## src/rtl/arb_pkg.sv

```systemverilog
// Shared types and helpers for the registered priority arbiter.
package arb_pkg;

    typedef enum logic {
        ARB_IDLE  = 1'b0,
        ARB_GRANT = 1'b1
    } arb_state_t;

    // Round-robin search origin: one below the last winner, wrapping to n-1.
    function automatic int unsigned rr_start(input int unsigned last, input int unsigned n);
        return (last == 0) ? n - 1 : last - 1;
    endfunction

endpackage

```

## src/rtl/priority_pick.sv

```systemverilog
// Combinational priority pick: first unmasked request found searching downward
// from a start index, wrapping from 0 back to N-1.
module priority_pick #(
    parameter  int unsigned N    = 8,
    localparam int unsigned IDXW = $clog2(N)
) (
    input  logic [N-1:0]    req,
    input  logic [N-1:0]    mask,
    input  logic [IDXW-1:0] start,
    output logic [N-1:0]    onehot,
    output logic [IDXW-1:0] idx,
    output logic            any
);

    logic [IDXW-1:0] pos;

    always_comb begin
        onehot = '0;
        idx    = '0;
        any    = 1'b0;
        pos    = '0;
        for (int unsigned k = 0; k < N; k++) begin
            pos = IDXW'((32'(start) + N - k) % N);
            if (!any && req[pos] && !mask[pos]) begin
                any         = 1'b1;
                idx         = pos;
                onehot[pos] = 1'b1;
            end
        end
    end

endmodule

```

## src/rtl/priority_arbiter.sv

```systemverilog
// Registered N-way arbiter: fixed or round-robin priority, grant held until
// release or until the hold budget expires while others wait.
module priority_arbiter
    import arb_pkg::*;
#(
    parameter  int unsigned N        = 8,
    parameter  int unsigned MAX_HOLD = 0,
    localparam int unsigned IDXW     = $clog2(N)
) (
    input  logic            clk,
    input  logic            rst_n,
    input  logic [N-1:0]    req,
    input  logic            rr_en,
    output logic [N-1:0]    gnt,
    output logic [IDXW-1:0] gnt_idx,
    output logic            gnt_valid
);

    localparam int unsigned HCW = ($clog2(MAX_HOLD + 1) < 1) ? 1 : $clog2(MAX_HOLD + 1);

    arb_state_t      state_q, state_d;
    logic [N-1:0]    gnt_q, gnt_d;
    logic [IDXW-1:0] gnt_idx_q, gnt_idx_d;
    logic            gnt_valid_q, gnt_valid_d;
    logic [IDXW-1:0] last_idx_q, last_idx_d;
    logic [HCW-1:0]  hold_cnt_q, hold_cnt_d;

    logic            owner_req_c;
    logic            others_c;
    logic            preempt_c;
    logic            new_grant_c;
    logic [IDXW-1:0] start_c;
    logic [N-1:0]    mask_c;
    logic [N-1:0]    pick_onehot;
    logic [IDXW-1:0] pick_idx;
    logic            pick_any;

    // The current owner is excluded whenever we re-arbitrate out of a grant.
    always_comb begin
        owner_req_c = req[gnt_idx_q];
        others_c    = |(req & ~gnt_q);
        start_c     = rr_en ? IDXW'(rr_start(32'(last_idx_q), N)) : IDXW'(N - 1);
        mask_c      = (state_q == ARB_GRANT) ? gnt_q : '0;
        preempt_c   = (MAX_HOLD > 0) && (state_q == ARB_GRANT) && owner_req_c && others_c
                      && (hold_cnt_q == HCW'(MAX_HOLD - 1));
        new_grant_c = pick_any && ((state_q == ARB_IDLE) || !owner_req_c || preempt_c);
    end

    priority_pick #(.N(N)) u_pick (
        .req    (req),
        .mask   (mask_c),
        .start  (start_c),
        .onehot (pick_onehot),
        .idx    (pick_idx),
        .any    (pick_any)
    );

    always_ff @(posedge clk or negedge rst_n) begin
        if (!rst_n) begin
            state_q     <= ARB_IDLE;
            gnt_q       <= '0;
            gnt_idx_q   <= '0;
            gnt_valid_q <= 1'b0;
            last_idx_q  <= '0;
            hold_cnt_q  <= '0;
        end else begin
            state_q     <= state_d;
            gnt_q       <= gnt_d;
            gnt_idx_q   <= gnt_idx_d;
            gnt_valid_q <= gnt_valid_d;
            last_idx_q  <= last_idx_d;
            hold_cnt_q  <= hold_cnt_d;
        end
    end

    always_comb begin
        state_d = state_q;
        unique case (state_q)
            ARB_IDLE:  if (pick_any) state_d = ARB_GRANT;
            ARB_GRANT: if (!owner_req_c && !pick_any) state_d = ARB_IDLE;
            default:   state_d = ARB_IDLE;
        endcase
    end

    // Next values of the registered grant outputs and bookkeeping.
    always_comb begin
        gnt_d      = gnt_q;
        gnt_idx_d  = gnt_idx_q;
        last_idx_d = last_idx_q;
        hold_cnt_d = hold_cnt_q;
        if (new_grant_c) begin
            gnt_d      = pick_onehot;
            gnt_idx_d  = pick_idx;
            last_idx_d = pick_idx;
            hold_cnt_d = '0;
        end else if (state_q == ARB_GRANT && !owner_req_c) begin
            gnt_d      = '0;
            gnt_idx_d  = '0;
            hold_cnt_d = '0;
        end else if (state_q == ARB_GRANT && others_c && hold_cnt_q != HCW'(MAX_HOLD)) begin
            hold_cnt_d = hold_cnt_q + HCW'(1);
        end
        gnt_valid_d = |gnt_d;
    end

    assign gnt       = gnt_q;
    assign gnt_idx   = gnt_idx_q;
    assign gnt_valid = gnt_valid_q;

endmodule

```

## config.mk

```make
export PLATFORM = sky130hd
export DESIGN_NAME = priority_arbiter
export DESIGN_NICKNAME = d
export VERILOG_FILES = /design/src/rtl/arb_pkg.sv /design/src/rtl/priority_pick.sv /design/src/rtl/priority_arbiter.sv
export SDC_FILE = /design/constraint.sdc
export NUM_CORES = 1
export LEC_CHECK = 0
export CORE_AREA = 2 2 66 68
export CTS_CLUSTER_SIZE = 24
export DETAILED_ROUTE_END_ITERATION = 10
export DIE_AREA = 0 0 68 70
export MAX_ROUTING_LAYER = met4
export PLACE_DENSITY_LB_ADDON = 0.15
export SLEW_MARGIN = 20
export SYNTH_ARGS = -nofsm -noshare
export SYNTH_HDL_FRONTEND = slang
export SYNTH_HIERARCHICAL = 1
export SYNTH_SLANG_ARGS = --single-unit
```

## constraint.sdc

```tcl
create_clock -name clk -period 4.9 [get_ports clk]
set_input_delay 0.735 -clock clk [delete_from_list [all_inputs] [get_ports clk]]
set_output_delay 0.735 -clock clk [all_outputs]
set_load 0.02 [all_outputs]
```

==> impl_metrics.yaml <==
run_status:
  status: "finished, final reports clean"
critical_path:
  worstPathMaxFanout: 12
  path_cells: "clkdlybuf4s50_1 > nor2b_1 > nand2_1 > inv_6 > buf_4 > mux2i_1 > mux4_1 > or4_1 > and2b_1 > a222oi_1 > a21boi_0 > mux2i_1 > nor4_1 > nand2_1 > a22o_1"
  critPathMaxStageDelay_ps: 470
  crit_required_ps: 5030
  worstSetupPathType: "input pin to register"
  arrival_ps: 4390
  startpoint_type: "input pin"
  endpoint_kind: "register"
  cp_slowest_cell: "clkdlybuf4s50_1"
final_layout:
  final_nets: 293
  syn_to_final_growth_pct: 14.8
  num_antenna_cells: 0
  fillers: 361
  drive_above_1_share_pct: 15.8
run:
  max_cap_viol_count: 0
grt:
  grt_max_degree: 17
  use_met3_pct: 1.61
  antenna_found_initial: 0
  grtUsageMet2_pct: 45.5
  gr-total-overflow: 0
  grt_util_met1_pct: 40.3
  grt_pass1_wl_microns: 10400
  grt-busiest-layer: "met2"
  grt_use_total_pct: 29.5
  first_global_vias: 2037
sta:
  hold_viol: 0
  worst_slew_pin_slew_ps: 721
  slew_headroom_pct: 51.8
  finClkSkew_ps: 6.22
  slew_violations: 0
  setup_viol: 0
  rsz0062_at_grt: "false"
  hold_slack_ps: 563
  tns_ps: 0
  fmax_mhz: 235
  period_minus_slack_ps: 4260
  period_share_pct: 86.9
clocking:
  cts_resized: 0
  root_buffer: "clkbuf_8"
  clk_pin_slew_ps: 60
  ctsHoldBuffers: 0
  clock_latency_ps: 240
  clock_sinks: 16
  cts_buffers: 3
  htree_num_levels: 1
  cts_tree: "yes"
  cts_buffer_depth: 2
  cts_setup_buffers: 0
synthesis:
  async_flop_share_pct: 100
  avgSynthCellArea_sq_um: 9.12
  synth_common_cells: "mux2i_1 (26), nand2_1 (21), nor2_1 (19)"
  synth.top_cell.area_share_pct: 17.7
  ys_dominant_reg_cell: "dfrtp_1"
  synthTopCellsByArea: "dfrtp_1 (18%), mux2i_1 (12%), mux4_2 (9.0%), a22o_1 (5.0%), ha_1 (4.4%)"
  synth_edf_count: 0
  synth_most_common_cell: "mux2i_1"
  ys_seq_elements: 16
  synth_seq_area_share_pct: 17.7
  synthesis.nets: 267
  ys_types: 60
  syn_area_sq_um: 2260
  yosys_warnings: 6
  synthCells: 248
  post-synth-top-area-cell: "dfrtp_1"
floorplan:
  die_y_microns: 70
  io_pins: 23
  initial_core_util_pct: 54.6
  core_area_sq_um: 4140
  num_rows: 24
  dieArea_sq_um: 4760
  die_x_microns: 68
route:
  drt-total-wl_microns: 6530
  drt_iter0_drc: 296
  ant_nets: 0
  via_count: 2194
  post_drt_wl_per_cell_microns: 20.2
  viasPerCell: 6.77
  drt_pass1_iterations: 5
  drc_errors: 0
place:
  hpwl_microns: 5110
  gp_congestion: 1.00
  portBuffers: 22
min_path:
  hp-class: "register to register"
-- logic make-up after synthesis --
group / Yosys count / share of synthesized area (%)
simple gates: 92 / 21.5
compound gates: 62 / 22.4
mux: 45 / 27.1
buf+inv: 21 / 5.31
flops: 16 / 17.7
fa+ha+maj: 8 / 4.43
xor+xnor: 4 / 1.55
-- stage by stage --
| step | utilization, % | cells | area, sq um | setup slack, ps |
|---|---|---|---|---|
| 6_report | 62.7 | 324 | 2600 | 640 |
| 5_1_grt | 62.7 | 324 | 2600 | 418 |
| 4_1_cts | 62.7 | 324 | 2600 | 683 |
| 3_5_place_dp | 61.7 | 321 | 2550 | 443 |
| 3_3_place_gp | 61.7 | 321 | 2550 | 456 |
| 2_1_floorplan | - | 248 | 2260 | 291 |
-- critical path: cells and delay by family --
| family | cells | cell delay [ps] |
|---|---|---|
| AO/OA/AOI/OAI | 3 | 740 |
| buffers and inverters | 3 | 860 |
| multiplexers | 3 | 940 |
| AND/OR/NAND/NOR | 6 | 1100 |
-- layout make-up --
class,count,area (sq um),area share (%)
Inverter,7,31.3,1.20
Tap cell,52,65.1,2.51
Timing Repair Buffer,35,318,12.2
Clock buffer,3,41.3,1.59
Sequential cell,16,400,15.4
Multi-Input combinational cell,211,1740,67.0
-- final timing paths --
path / start / end / slack (ps) / cells past startpoint
max in group asynchronous: rst_n / last_idx_q[1] / 3520 / 1
min reg2reg: last_idx_q[1] / last_idx_q[1] / 560 / 2
min: last_idx_q[1] / last_idx_q[1] / 560 / 2
min in group asynchronous: rst_n / gnt_idx[2] / 920 / 1
max: rr_en / gnt_valid / 640 / 15
max reg2reg: last_idx_q[0] / gnt_valid / 870 / 17
-- layer usage --
layer / vias up / routed length (microns)
met1: 1067 / 2800
met3: 14 / 330
li1: 1014 / -
met5: - / 0
met4: 0 / 207
met2: 99 / 3200
-- state kept, by name (all words and copies together), names as in the netlist --
| signal | flops |
|---|---|
| gnt | 8 |
| gnt_idx | 3 |
| gnt_valid | 1 |
| last_idx_q | 3 |
| state_q | 1 |
-- cell usage in the layout, fill, tap and decap left out, drive strengths merged, types with 3 or more instances in the layout --
cell           Yosys  routed
nor4               5       5
inv                7       7
mux4              11      11
a211oi             5       5
ha                 8       8
a21boi             4       4
nand3              3       3
mux2               8       8
nor2b              8       8
clkbuf             9       3
nor2              19      19
a222oi             3       3
and2               9       9
o21ai              6       6
a22o              13      13
o22ai             11      11
mux2i             26      26
clkdlybuf4s50      0      22
nor3               6       6
nand2             21      21
nand2b            11      11
buf                5      13
a21oi              3       3
dfrtp             16      16
Power is left out: the tool's default activity adds up to more than one toggle a clock period on the data nets, which glitch-free logic cannot reach.
